**config.mk**
```make
export PLATFORM = sky130hd
export DESIGN_NAME = instruction_fetch_unit
export DESIGN_NICKNAME = d
export VERILOG_FILES = /design/src/rtl/instruction_fetch_unit.sv
export SDC_FILE = /design/constraint.sdc
export NUM_CORES = 1
export LEC_CHECK = 0
export ABC_AREA = 0
export CAP_MARGIN = 20
export CORE_UTILIZATION = 41
export DETAILED_ROUTE_END_ITERATION = 6
export PLACE_DENSITY = 0.77
export SLEW_MARGIN = 10
export SYNTH_ARGS = -nofsm -noshare
export SYNTH_HDL_FRONTEND = slang
export SYNTH_SLANG_ARGS = --single-unit
```
**constraint.sdc**
```tcl
create_clock -name clk -period 1.9 [get_ports clk]
set_input_delay 0.38 -clock clk [delete_from_list [all_inputs] [get_ports clk]]
set_output_delay 0.38 -clock clk [all_outputs]
set_load 0.01 [all_outputs]
```
**src/rtl/instruction_fetch_unit.sv**
```systemverilog
// Program counter and IF/ID stage: drives the instruction memory address, captures the fetched
// word into a valid/ready slot and services redirects. Define FETCH_ALIGN_CHECK_EN to trap misaligned redirects.
module instruction_fetch_unit #(
    parameter logic [31:0] RESET_PC = 32'h0000_0000,
    parameter logic [31:0] NOP_WORD = 32'h0000_0013
) (
    input  logic        clk,
    input  logic        reset,
    output logic [31:0] imem_address,
    input  logic [31:0] imem_instruction,
    input  logic        redirect_valid,
    input  logic [31:0] redirect_pc,
    input  logic        id_ready,
    output logic        id_valid,
    output logic [31:0] id_instruction,
    output logic [31:0] id_pc,
    output logic [31:0] id_pc_plus4,
    output logic [31:0] fetch_count,
    output logic        fault,
    output logic [31:0] fault_pc
);

    logic [31:0] pc;
    logic [31:0] pc_next;
    logic        valid_next;
    logic [31:0] instruction_next;
    logic [31:0] id_pc_next;
    logic [31:0] id_pc_plus4_next;
    logic [31:0] fetch_count_next;
    logic        slot_free;
    logic        in_run;
    logic        misaligned;

    assign imem_address = pc;
    assign slot_free    = !id_valid || id_ready;

`ifdef FETCH_ALIGN_CHECK_EN
    typedef enum logic [0:0] {
        RUN   = 1'b0,
        FAULT = 1'b1
    } state_t;

    state_t      state;
    state_t      state_next;
    logic [31:0] fault_pc_reg;
    logic [31:0] fault_pc_next;

    assign in_run     = (state == RUN);
    assign misaligned = (redirect_pc[1:0] != 2'b00);
    assign fault      = (state == FAULT);
    assign fault_pc   = fault_pc_reg;

    always_comb begin
        state_next    = state;
        fault_pc_next = fault_pc_reg;
        case (state)
            RUN: begin
                if (redirect_valid && misaligned) begin
                    state_next    = FAULT;
                    fault_pc_next = redirect_pc;
                end
            end
            FAULT:   state_next = FAULT;
            default: state_next = RUN;
        endcase
    end

    always_ff @(posedge clk) begin
        if (reset) begin
            state        <= RUN;
            fault_pc_reg <= 32'h0;
        end else begin
            state        <= state_next;
            fault_pc_reg <= fault_pc_next;
        end
    end
`else
    // Without the trap every redirect target is silently word-aligned on load.
    assign in_run     = 1'b1;
    assign misaligned = 1'b0;
    assign fault      = 1'b0;
    assign fault_pc   = 32'h0;
`endif

    always_comb begin
        // NOTE: every next-value gets a hold default first so no path leaves it unassigned (no latch).
        pc_next          = pc;
        valid_next       = id_valid;
        instruction_next = id_instruction;
        id_pc_next       = id_pc;
        id_pc_plus4_next = id_pc_plus4;
        fetch_count_next = fetch_count;
        if (in_run) begin
            if (redirect_valid) begin
                // Decode may still consume the old slot this cycle; the flush lands afterwards.
                valid_next       = 1'b0;
                instruction_next = NOP_WORD;
                if (!misaligned) begin
                    pc_next = redirect_pc & 32'hFFFF_FFFC;
                end
            end else if (slot_free) begin
                valid_next       = 1'b1;
                instruction_next = imem_instruction;
                id_pc_next       = pc;
                id_pc_plus4_next = pc + 32'd4;
                pc_next          = pc + 32'd4;
                fetch_count_next = fetch_count + 32'd1;
            end
        end
    end

    // NOTE: sequential state uses non-blocking assignments so all registers update together at the edge.
    always_ff @(posedge clk) begin
        if (reset) begin
            pc             <= RESET_PC;
            id_valid       <= 1'b0;
            id_instruction <= NOP_WORD;
            id_pc          <= 32'h0;
            id_pc_plus4    <= 32'h0;
            fetch_count    <= 32'h0;
        end else begin
            pc             <= pc_next;
            id_valid       <= valid_next;
            id_instruction <= instruction_next;
            id_pc          <= id_pc_next;
            id_pc_plus4    <= id_pc_plus4_next;
            fetch_count    <= fetch_count_next;
        end
    end

endmodule

```
# Yosys cells after proc, flatten, opt, wreduce, memory -nomap -nowiden
# Index checks and enable logic that the tools add are counted.
# word_totals
word_cells,17
ff_bits,161
# op_classes
reduce_logical,5
n_mux,2
n_addsub,2
bitwise,1
# ops
operator,n
$mux 32,2
$add 32x1->32 const B,1
$add 32x3->32 const B,1
$reduce_and 2->1,1
$reduce_bool 2->1,1
$reduce_or 2->1,1
$logic_not 1->1,1
$logic_or 1x1->1,1
$not 1->1,1

# Depth between registers and ports, before layout
# depth
ltp_word,4
ltp_mapped,7
mapped_depth_nobuf,5

# Least setup slack after synthesis
# Ideal clock, no wire load.
# synth_path
path_type,reg2reg
from,"register pc[6], in the netlist imem_address[6]"
to,"register pc[26], in the netlist imem_address[26]"
stages_incl_launch_ff,8
path_buffers,3
path_slack_ps,-272
setup_ps,91
t_arrival_ps,2081
path_cell_list,dfxtp_1 buf_2 nand4_2 buf_6 or4_4 buf_6 or4_1 a311oi_1
# synth_via
elab_chain_len,3
# synth_lines
element,line_no,rtl
start: declaration,23,logic [31:0] pc;
start signal: assignment,122,pc <= pc_next;
$add 32x3->32,106,pc_next = pc + 32'd4;
$mux 32,101,end else if (slot_free) begin
$mux 32,94,if (redirect_valid) begin
# Every way passes these cells. The select of a mux whose other input is x is not followed.
# A chain may end at the register's enable or synchronous reset.

# Worst setup path in the final report
# layout_path
from,"register pc[3], in the netlist imem_address[3]"
to,register id_pc_plus4[27]
# layout_via
elab_chain_len,1
# layout_lines
element,line_no,rtl
$add 32x3->32,105,id_pc_plus4_next = pc + 32'd4;
end signal: assignment,126,id_pc_plus4 <= id_pc_plus4_next;
end: declaration,17,"output logic [31:0] id_pc_plus4,"
# Every way passes these cells.

==> flow_summary_export.csv <==
group,metric,value,unit
power_and_ir_drop,p_per_area,744,nW/um^2
die,die_y,135,um
yosys,yosysUniqueCellTypes,47,
run_status,violations,"negative setup slack",
worst_hold_path,min_path_cells,3,
timing,slew_viol_final,0,
global_routing,overflow,0,
finish,area_growth,54.1,%
place,hpwl,16100,um
die,rows,48,
die,die_area,18200,sq um
power_and_ir_drop,power,8280,uW
die,die_w,135,um
setup_path,critical_path_class,"reg2reg",
run_status,outcome,"complete, but fails checks",
global_routing,grt_pass1_vias,7081,
timing,fin_hold_ws,0.337,ns
global_routing,grt_max_degree,45,
yosys,yosysTopAreaCellShare,42.9,%
detailed_routing,postRouteWirelength,23100,um
setup_path,r2r_cells,5,
finish,fin_cells,1403,
place,place_area,10200,sq um
detailed_routing,vias_per_cell,5.38,
die,core,17200,sq um
detailed_routing,postRouteAntennaNets,0,
timing,min_period,1.99,ns
yosys,synth_edf_count,0,
clock_tree,clkLatencyLatePin,0.43,ns
setup_path,r2r_slack,-0.09,ns
timing,timing.final.crit_share,105,%
setup_path,endpoint_kind,"flop",
clock_tree,cts-root-buf,"clkbuf_16",
clock_tree,htree_levels,4,
yosys,yosysWarningCount,0,
place,place_congestion,0.837,
clock_tree,cts_tree,"done",
timing,max_freq,502,MHz
die,start_util,41.9,%
finish,final_cell_mix,"clkdlybuf4s50_1, nand2_1, dfxtp_1",
global_routing,grt_antenna_before_repair,0,
worst_hold_path,holdPathEnd,"imem_address[29]",
finish,seqCellArea,3140,sq um
timing,finalSetupViolCount,16,
global_routing,grt_pass1_wl,36300,um
clock_tree,clockBufferDepth,2,
setup_path,worst_setup_path_start_kind,"flop",
flow_run,cap_violations,0,
detailed_routing,dr.pass1.iters,5,
yosys,synth-seq-cells,155,
finish,nNetsFinal,1235,
yosys,synthCells,897,
finish,drive_gt1_share,18.0,%
place,io_buffer_count,220,
detailed_routing,vias,7550,
die,num_io_pins,262,
clock_tree,path_clk_slew,0.07,ns
setup_path,cp.arrival,2.33,ns
timing,final.setup.tns,-0.711,ns
yosys,ys_seq_area_share,42.9,%
detailed_routing,wl_per_cell,16.5,um
worst_hold_path,hp-class,"in2reg",
yosys,syn_area,7230,sq um
finish,fillCellCount,1455,
finish,multi_input_area,3930,sq um
yosys,synthArstFlopShare,0,%
yosys,synth_area_per_cell,8.06,sq um
global_routing,grtUsageTotal,25.5,%
finish,final_common_cell,"clkdlybuf4s50_1",
yosys,ys.flop_type,"dfxtp_1",
timing,fin_skew,0.0122,ns
setup_path,reg2reg_to,"id_pc_plus4[27]",
timing,grt_setup_unrepaired,"true",
detailed_routing,drt_iter0_markers,496,
clock_tree,clock-sinks,155,
power_and_ir_drop,leakage,0.00430,uW
detailed_routing,detail_route.drc_violations,0,
finish,design_area,11100,sq um
setup_path,path_max_fanout,18,
yosys,synth.area.top_cells,"dfxtp_1, nand2_1, a21oi_1",
finish,n_antenna_cell,0,
place,dpl.cell_count,1363,
worst_hold_path,hold_path.startpoint,"reset",
yosys,yosysTopAreaCell,"dfxtp_1",
timing,hold_violations,0,
setup_path,cp.required,2.24,ns
power_and_ir_drop,peakVddDrop,0.651,mV
setup_path,reg2reg_from,"imem_address[3]",
timing,fin_ws,-0.0917,ns
clock_tree,cts_buffers,17,
-- cells in the mapped netlist (2+ instances only) --
master     instances
nand2_1          156
dfxtp_1          155
a21oi_1           74
nor2_1            74
clkbuf_1          56
buf_4             39
or3_1             29
a311oi_1          28
nand3_1           28
or4_1             25
o21ai_0           24
nor4_1            22
a211oi_1          19
o31ai_1           19
xnor2_1           17
nand4_1           15
nor2b_1           13
mux2_2            12
buf_1             11
and4_1            10
inv_1             10
xor2_1            10
and3_1             9
buf_2              7
nor3_1             7
a2111oi_0          2
a31oi_1            2
a32oi_1            2
buf_6              2
ha_1               2
o2111a_1           2
-- worst max path at each step --
stage | startpoint | endpoint | slack [ns] | depth (start not counted)
after floorplan | imem_address[3] | imem_address[26] | -0.09 | 6
after global placement | id_ready | imem_address[28] | -0.45 | 5
after detailed placement | id_ready | imem_address[24] | -0.51 | 5
after CTS | imem_address[3] | imem_address[31] | -0.09 | 5
after global routing | imem_address[2] | id_pc_plus4[27] | -0.17 | 5
final | imem_address[3] | id_pc_plus4[27] | -0.09 | 5
-- logic make-up (layout without fill, tap and decap cells) --
kind of cell	Yosys count	count (layout)	share of synthesized area, %
xor+xnor	27	27	3.27
simple gates	395	396	26.7
mux	12	12	1.87
buf+inv	126	368	8.90
fa+ha+maj	2	2	0.346
flops	155	155	42.9
compound gates	179	179	16.0
other cells	1	39	0.0519
-- state kept, by name, indices dropped and copies added, names as in the netlist --
| name | flops |
|---|---|
| id_pc | 30 |
| id_pc_plus4 | 30 |
| fetch_count | 32 |
| imem_address | 30 |
| id_instruction | 32 |
| id_valid | 1 |
-- repair_timing --
action | in CTS | in global routing
endpoints found under the setup margin | 30 | 55
cloned | 1 | 0
setup buffers | 6 | 1
gates resized for setup | 20 | 48
hold buffers | 0 | 0
pin swaps | 10 | 14
-- where the power goes --
group / switching (uW) / internal, uW / total [uW]
combinational: 624 / 630 / 1250
sequential: 100 / 3410 / 3510
clock: 1390 / 2130 / 3520
total: 2110 / 6170 / 8280
-- worst max-delay path: stages (launching register included) --
cell and delay, ns:
dfxtp_4 0.37, nand4_1 0.19, or4_4 0.55, buf_8 0.17, or3_1 0.36, a311oi_2 0.26
-- routing by layer --
metal | global-route usage, % | wire (um) | up-vias
li1 | - | - | 3656
met1 | 31.1 | 9760 | 3523
met2 | 41.8 | 10700 | 331
met3 | 8.15 | 2130 | 40
met4 | 9.49 | 553 | 0
met5 | 0 | 0 | -
-- layout make-up --
type                            instances  share of cell area, %
Multi-Input combinational cell        655                   35.2
Clock inverter                          8                  0.944
Clock buffer                           24                   4.52
Timing Repair Buffer                  325                   28.2
Inverter                               11                  0.371
Tap cell                              225                   2.53
Sequential cell                       155                   28.2
-- per-stage QoR --
step	util (%)	setup slack [ns]
floorplan	-	-0.0865
global placement	59.1	-0.446
detailed placement	59.1	-0.505
CTS	63.4	-0.0911
global route	64.6	-0.169
finish	64.6	-0.0917
No activity file was read; power rests on OpenSTA's default activity.
